**src/rtl/pipe_stall_ctrl.sv**
```systemverilog
// Stall/flush scheduler for the F_D, D_E, E_M and M_W pipeline registers.
// Optional stall-cycle performance counter enabled by defining PIPE_STALL_CTRL_PERF_EN.
module pipe_stall_ctrl #(
  parameter int unsigned MULT_CYC = 5,
  parameter int unsigned DIV_CYC  = 10
) (
  input  logic        clk,
  input  logic        reset,
  input  logic        hz_stall,
  input  logic        E_md_start,
  input  logic        E_md_div,
  input  logic        D_md_use,
  input  logic        req,
  output logic        pc_en,
  output logic        FD_en,
  output logic        DE_stall,
  output logic        pipe_req,
  output logic        md_busy,
  output logic [3:0]  md_cnt,
  output logic [31:0] stall_cnt,
  output logic [1:0]  dbg_state
);

  if (MULT_CYC < 1 || MULT_CYC > 15) begin : g_bad_mult
    $error("MULT_CYC must be in 1..15");
  end
  if (DIV_CYC < 1 || DIV_CYC > 15) begin : g_bad_div
    $error("DIV_CYC must be in 1..15");
  end

  typedef enum logic [1:0] {
    ST_IDLE = 2'd0,
    ST_MULT = 2'd1,
    ST_DIV  = 2'd2
  } state_e;

  localparam logic [3:0] MULT_LOAD = 4'(MULT_CYC);
  localparam logic [3:0] DIV_LOAD  = 4'(DIV_CYC);

  state_e     state_q, state_d;
  logic [3:0] md_cnt_q, md_cnt_d;
  logic       md_stall;
  logic       stall;

  // A start flushed by a same-cycle exception never launches the MDU.
  always_comb begin
    state_d  = state_q;
    md_cnt_d = md_cnt_q;
    case (state_q)
      ST_IDLE: begin
        if (E_md_start && !req) begin
          if (E_md_div) begin
            state_d  = ST_DIV;
            md_cnt_d = DIV_LOAD;
          end else begin
            state_d  = ST_MULT;
            md_cnt_d = MULT_LOAD;
          end
        end
      end
      ST_MULT, ST_DIV: begin
        if (md_cnt_q <= 4'd1) begin
          state_d  = ST_IDLE;
          md_cnt_d = 4'd0;
        end else begin
          md_cnt_d = md_cnt_q - 4'd1;
        end
      end
      default: begin
        state_d  = ST_IDLE;
        md_cnt_d = 4'd0;
      end
    endcase
  end

  always_ff @(posedge clk or posedge reset) begin
    if (reset) begin
      state_q  <= ST_IDLE;
      md_cnt_q <= 4'd0;
    end else begin
      state_q  <= state_d;
      md_cnt_q <= md_cnt_d;
    end
  end

  // The issue cycle already counts as busy so a dependent D instr never slips past.
  assign md_busy   = (state_q != ST_IDLE) | E_md_start;
  assign md_stall  = D_md_use & md_busy;
  assign stall     = (hz_stall | md_stall) & ~req;

  assign pc_en     = ~stall;
  assign FD_en     = ~stall;
  assign DE_stall  = stall;
  assign pipe_req  = req;
  assign md_cnt    = md_cnt_q;
  assign dbg_state = state_q;

`ifdef PIPE_STALL_CTRL_PERF_EN
  logic [31:0] stall_cnt_q, stall_cnt_d;

  always_comb begin
    stall_cnt_d = stall_cnt_q;
    if (stall) stall_cnt_d = stall_cnt_q + 32'd1;
  end

  always_ff @(posedge clk or posedge reset) begin
    if (reset) stall_cnt_q <= 32'd0;
    else       stall_cnt_q <= stall_cnt_d;
  end

  assign stall_cnt = stall_cnt_q;
`else
  assign stall_cnt = 32'd0;
`endif

endmodule
```
**config.mk**
```make
export PLATFORM = sky130hd
export DESIGN_NAME = pipe_stall_ctrl
export DESIGN_NICKNAME = d
export VERILOG_FILES = /design/src/rtl/pipe_stall_ctrl.sv
export SDC_FILE = /design/constraint.sdc
export NUM_CORES = 1
export LEC_CHECK = 0
export BUFFER_PORTS_ARGS = -buffer_cell sky130_fd_sc_hd__buf_4
export CAP_MARGIN = 15
export CORE_ASPECT_RATIO = 0.7
export CORE_MARGIN = 2
export CORE_UTILIZATION = 36
export CTS_CLUSTER_DIAMETER = 50
export DETAILED_ROUTE_END_ITERATION = 7
export PLACE_DENSITY = 0.75
export SLEW_MARGIN = 5
export SYNTH_ARGS = -nofsm -noshare
export SYNTH_HDL_FRONTEND = slang
export SYNTH_SLANG_ARGS = --single-unit
```
**constraint.sdc**
```tcl
create_clock -name clk -period 1.4 [get_ports clk]
set_input_delay 0.28 -clock clk [delete_from_list [all_inputs] [get_ports clk]]
set_output_delay 0.28 -clock clk [all_outputs]
set_load 0.05 [all_outputs]
```
==> results.cfg, run 1 <==
[outcome]
status = complete, but fails checks
violations = setup timing

[worst_setup_path]
start_kind = flop
r2r_start = dbg_state[0]
crit_chain = inv_2, ha_4, nand2_8, a21oi_4, or2_4, buf_8
endpoint_kind = output port
crit_fanout = 2
critical_path_required_ns = 1.12
crit_buf_inv = 2
slowest_stage = dfrtp_2
crit_family = flip-flops
crit_path_start = dbg_state[0]
critical_path_arrival_ns = 1.37
r2r_slack_ns = -0.07
crit_type = reg -> out
slowest_delay_ns = 0.40

[drt]
via_count = 555
drtPass1Iterations = 4
drc = 0
drt_wl_total_um = 1364
wl_per_cell_um = 10.26
postRouteAntennaNets = 0
routed_via_density = 4.173
drt_iter0_markers = 8

[timing]
final-max-slew-violation-count = 0
hold_violations = 0
period_needed_ns = 1.651
max_freq_mhz = 605.9
finalSetupTns_ns = -0.9308
timing.final.crit_share = 1.179
timing.final.ws_setup_ns = -0.2505
grt_setup_unrepaired = true
fin_skew_ns = 0.004685
setup_violations = 7

[logic_synthesis]
synthTopCellsByArea = buf_4 37%, dfrtp_1 22%, ha_1 7.3%, inv_1 3.3%, mux2_1 3.3%
synthCells = 82
seq_area_frac_synth = 0.2198
ys_types = 24
synth-warning-count = 0
synth_area_um2 = 683.2
yosys.area.top_type = buf_4
yosysTopAreaCellShare = 0.3736
synthFlopType = dfrtp_1
async_reset_ff_frac = 1.000
avgSynthCellArea_um2 = 8.331
ys_ff_latch = 6
synth-edff-count = 0

[place]
dp_cells = 126
hpwl_um = 1100
postPlaceCellArea_um2 = 844.6
place_ws_ns = -0.04443
gp_congestion = 0.8612
portBuffers = 17

[worst_hold_path]
hp-start = E_md_div
hp-class = in -> reg

[floorplan]
start_util = 0.3750
die_x_um = 56.07
die_area_um2 = 2268
core_um2 = 1822
die_h_um = 40.45
pin_count = 50
row_count = 13

[power]
ir_drop_mv = 1.502
leakage_nw = 0.4840
power_density_nw_per_um2 = 2619

[clock_network]
cts.sinks = 6
tritoncts = yes
clk_pin_slew_ns = 0.05
cts_root_buffer = clkbuf_4
clk-insertion-delay-late_ns = 0.25
cts_buffers = 3
clock_path_buffers = 2
h-tree-depth = 1

[finish]
finish.instance_area_um2 = 950.9
final_core_util = 0.5220
syn2layout_area_growth_pct = 39.19
fin_nets = 124
drive_above_1_share = 0.4865
diodes = 0
fin_cells = 133

[grt]
grt_pass1_wl_um = 1904
antenna_found_initial = 0
overflow = 0
track_usage = 0.1204
first_global_vias = 426
grt_start_max_net_pins = 7

[job]
max_cap_violations = 0
through the flow:
stage / hold WS, ns / total power [W]
after global placement: 0.2146 / 0.002071
after global routing: 0.4261 / 0.002633
after floorplan: 0.07069 / 0.001703
after detailed placement: 0.2316 / 0.002112
after CTS: 0.3737 / 0.002374
final: 0.4042 / 0.002490
worst register-to-register path, cell delays in order (launching register included):
cell	delay, ns
dfrtp_2	0.40
inv_2	0.07
ha_4	0.17
buf_4	0.12
o21a_1	0.20
nor2_1	0.06
a221o_1	0.32
state kept, by name (all words and copies together) (netlist names):
register   flops
md_cnt         4
dbg_state      2
Yosys cell counts (2+ instances only):
library cell	n
nor3_1	2
o21ai_0	4
buf_4	34
dfrtp_1	6
inv_1	6
a31oi_1	2
nand2b_1	2
ha_1	4
mux2_1	2
nor2_1	5
nor2b_1	2
layout make-up:
| type | count | area, µm² |
|---|---|---|
| clock buffer | 3 | 22.52 |
| fill | 172 | 870.8 |
| inverter | 6 | 25.02 |
| multi-input combinational | 67 | 474.2 |
| sequential | 6 | 155.1 |
| tap | 22 | 27.53 |
| timing repair buffer | 29 | 246.5 |
cell families after synthesis:
group,count (synthesis),share of synthesized area
compound gates,13,0.1410
simple gates,16,0.1209
mux,2,0.03296
fa+ha+maj,4,0.07326
buf+inv,40,0.4066
other cells,1,0.005489
flops,6,0.2198
metal layers:
| metal | vias up | global-route usage | wire [µm] |
|---|---|---|---|
| li1 | 262 | - | - |
| met1 | 254 | 0.1234 | 507 |
| met2 | 36 | 0.2265 | 705 |
| met3 | 3 | 0.05161 | 139 |
| met4 | 0 | 0.05357 | 12 |
| met5 | - | 0 | 0 |
layout by cell type (no fill, tap or decap), types with 2 or more instances in the layout:
| cell type | n |
|---|---|
| conb_1 | 32 |
| buf_4 | 23 |
| dfrtp_2 | 4 |
| nor2_1 | 3 |
| o21ai_1 | 3 |
| inv_2 | 3 |
| ha_4 | 3 |
| clkbuf_4 | 3 |
| buf_6 | 3 |
| inv_1 | 2 |
| nor3_1 | 2 |
| a31oi_1 | 2 |
| o21ai_0 | 2 |
| mux2_4 | 2 |
| dfrtp_1 | 2 |
| buf_8 | 2 |
power by group:
part           switching, W  internal, W
clock             0.0000702    0.0000975
sequential        0.0000992     0.000265
combinational       0.00112     0.000838
total               0.00129      0.00120
what timing repair did:
action | CTS | global route
pin swaps | 3 | 2
setup buffers | 2 | 1
gates resized for setup | 7 | 8
hold buffers | 1 | 0
endpoints found under the hold margin | 6 | 0
setup endpoints to repair | 7 | 10
final timing paths:
| check | endpoint | cells after the start |
|---|---|---|
| max | FD_en | 6 |
| min | md_cnt[1] | 3 |
| max reg2reg | md_cnt[0] | 6 |
| min reg2reg | dbg_state[1] | 2 |
| max in group asynchronous | md_cnt[1] | 3 |
| min in group asynchronous | md_cnt[2] | 3 |
No activity file was read; power rests on OpenSTA's default activity.
==> run 2, diff against run 1 <==
- CORE_UTILIZATION: 36 -> 35
- PLACE_DENSITY: 0.75 -> 0.74
==> run 2 against run 1 <==
The flow still finishes with violations (setup timing); first-iteration DRC count up 38%; register-to-register slack about the same; cell area down 2.0%; sequential cell count unchanged; utilization down 1.9 points; die area up 2.6%; cell count down 1.5%; critical path type unchanged; sequential power about the same; largest power group unchanged.
==> results.cfg, run 2 (synthesis gave the netlist of run 1 again) <==
[outcome]
status = complete, but fails checks
violations = setup timing

[timing]
setup_violations = 7
timing.final.crit_share = 1.172
final-max-slew-violation-count = 0
grt_setup_unrepaired = true
max_freq_mhz = 609.4
finalSetupTns_ns = -0.8590
timing.final.ws_setup_ns = -0.2410
period_needed_ns = 1.641
fin_skew_ns = 0.002017
hold_violations = 0

[worst_hold_path]
hp-start = E_md_div
holdPathStages = 3
whs_endpoint = md_cnt[1]
hp-class = in -> reg

[worst_setup_path]
r2r_cells = 6
start_kind = flop
crit_chain = inv_2, ha_4, nand2_8, a21oi_4, or2_4, buf_8
critical_path_required_ns = 1.12
crit_fanout = 2
crit_type = reg -> out
crit_buf_inv = 2
r2r_start = md_cnt[1]
crit_family = flip-flops
r2r_slack_ns = -0.06
slowest_stage = dfrtp_2
endpoint_kind = output port
rr_endpoint = dbg_state[0]
critical_path_arrival_ns = 1.36
crit_path_start = dbg_state[0]
slowest_delay_ns = 0.40

[place]
postPlaceCellArea_um2 = 837.1
gp_congestion = 0.8849
hpwl_um = 1094
portBuffers = 17

[finish]
final_core_util = 0.5027
drive_above_1_share = 0.4862
seqCellArea_um2 = 155.1
fill_cells = 186
finish.instance_area_um2 = 932.1
syn2layout_area_growth_pct = 36.45
fin_nets = 122
largest_register_ffs = 4
diodes = 0
multi_input_comb_area_um2 = 470.5
final_common_cell = conb_1
mostFrequentLayoutCells = 32 x conb_1, 22 x buf_4, 4 x dfrtp_2

[drt]
drt_wl_total_um = 1449
drtPass1Iterations = 4
wl_per_cell_um = 11.06
via_count = 545
routed_via_density = 4.160
drc = 0
postRouteAntennaNets = 0
drt_iter0_markers = 11

[clock_network]
tritoncts = yes
clk-insertion-delay-late_ns = 0.25
cts_root_buffer = clkbuf_4
clock_path_buffers = 2
h-tree-depth = 1
clk_pin_slew_ns = 0.04
cts.sinks = 6
cts_buffers = 3

[floorplan]
core_um2 = 1854
pin_count = 50
die_area_um2 = 2327
row_count = 13
start_util = 0.3684
die_h_um = 40.97
die_x_um = 56.81

[grt]
track_usage = 0.1313
first_global_vias = 484
grt_start_max_net_pins = 7
grt_pass1_wl_um = 2139
overflow = 0
antenna_found_initial = 0

[job]
max_cap_violations = 0

[power]
leakage_nw = 0.4711
ir_drop_mv = 1.529
power_density_nw_per_um2 = 2593
==> run 2: cell count changes in the layout (fill, tap and decap cells not counted), sizes merged <==
cell  change
buf       -2
==> run 2: worst max-delay path by stage <==
| stage | slack, ns | endpoint | depth (start not counted) |
|---|---|---|---|
| 2_1_floorplan | -0.36 | pc_en | 6 |
| 3_3_place_gp | -0.005 | pc_en | 6 |
| 3_5_place_dp | -0.05 | dbg_state[1] | 6 |
| 4_1_cts | -0.24 | pc_en | 6 |
| 5_1_grt | -0.30 | FD_en | 6 |
| 6_report | -0.24 | FD_en | 6 |
==> run 2: final cells by class <==
type,instances,share of cell area
clock buffer,3,0.02416
inverter,6,0.02685
multi-input combinational,67,0.5047
sequential,6,0.1664
tap,22,0.02953
timing repair buffer,27,0.2483
==> run 2: repair_timing <==
item                                    in CTS  in global routing
gates resized for setup                      9                  7
hold buffers                                 1                  0
pin swaps                                    2                  2
endpoints found under the setup margin       7                  9
hold endpoints to repair                     6                  0
buffers inserted                             1                  1
==> run 2: per-stage QoR <==
stage                     setup slack, ns  total power, W  hold slack (ns)  std cells
after global placement          -0.004928        0.002074           0.2195        125
final                             -0.2410        0.002417           0.3809        131
after global routing              -0.2977        0.002572           0.4169        131
after floorplan                   -0.3641        0.001703          0.07069        113
after CTS                         -0.2435        0.002361           0.3715        130
after detailed placement         -0.04830        0.002078           0.2178        125
==> run 2: worst min-delay path, cell delays in order <==
cell and delay [ns]:
buf_4 0.11, a2bb2oi_1 0.06, o22ai_1 0.12
==> run 2: metal layers <==
layer	vias up	part of all wire	global-route usage
met4	0	0.021	0.08721
met5	-	0	0
li1	258	-	-
met1	246	0.39	0.1367
met2	37	0.49	0.2529
met3	4	0.096	0.03155
==> run 2: power breakdown <==
group / total, W / leakage (nW) / internal (W) / switching, W
Sequential: 0.000363 / 0.0709 / 0.000265 / 0.0000982
Combinational: 0.00189 / 0.386 / 0.000787 / 0.00111
Clock: 0.000160 / 0.0138 / 0.0000969 / 0.0000626
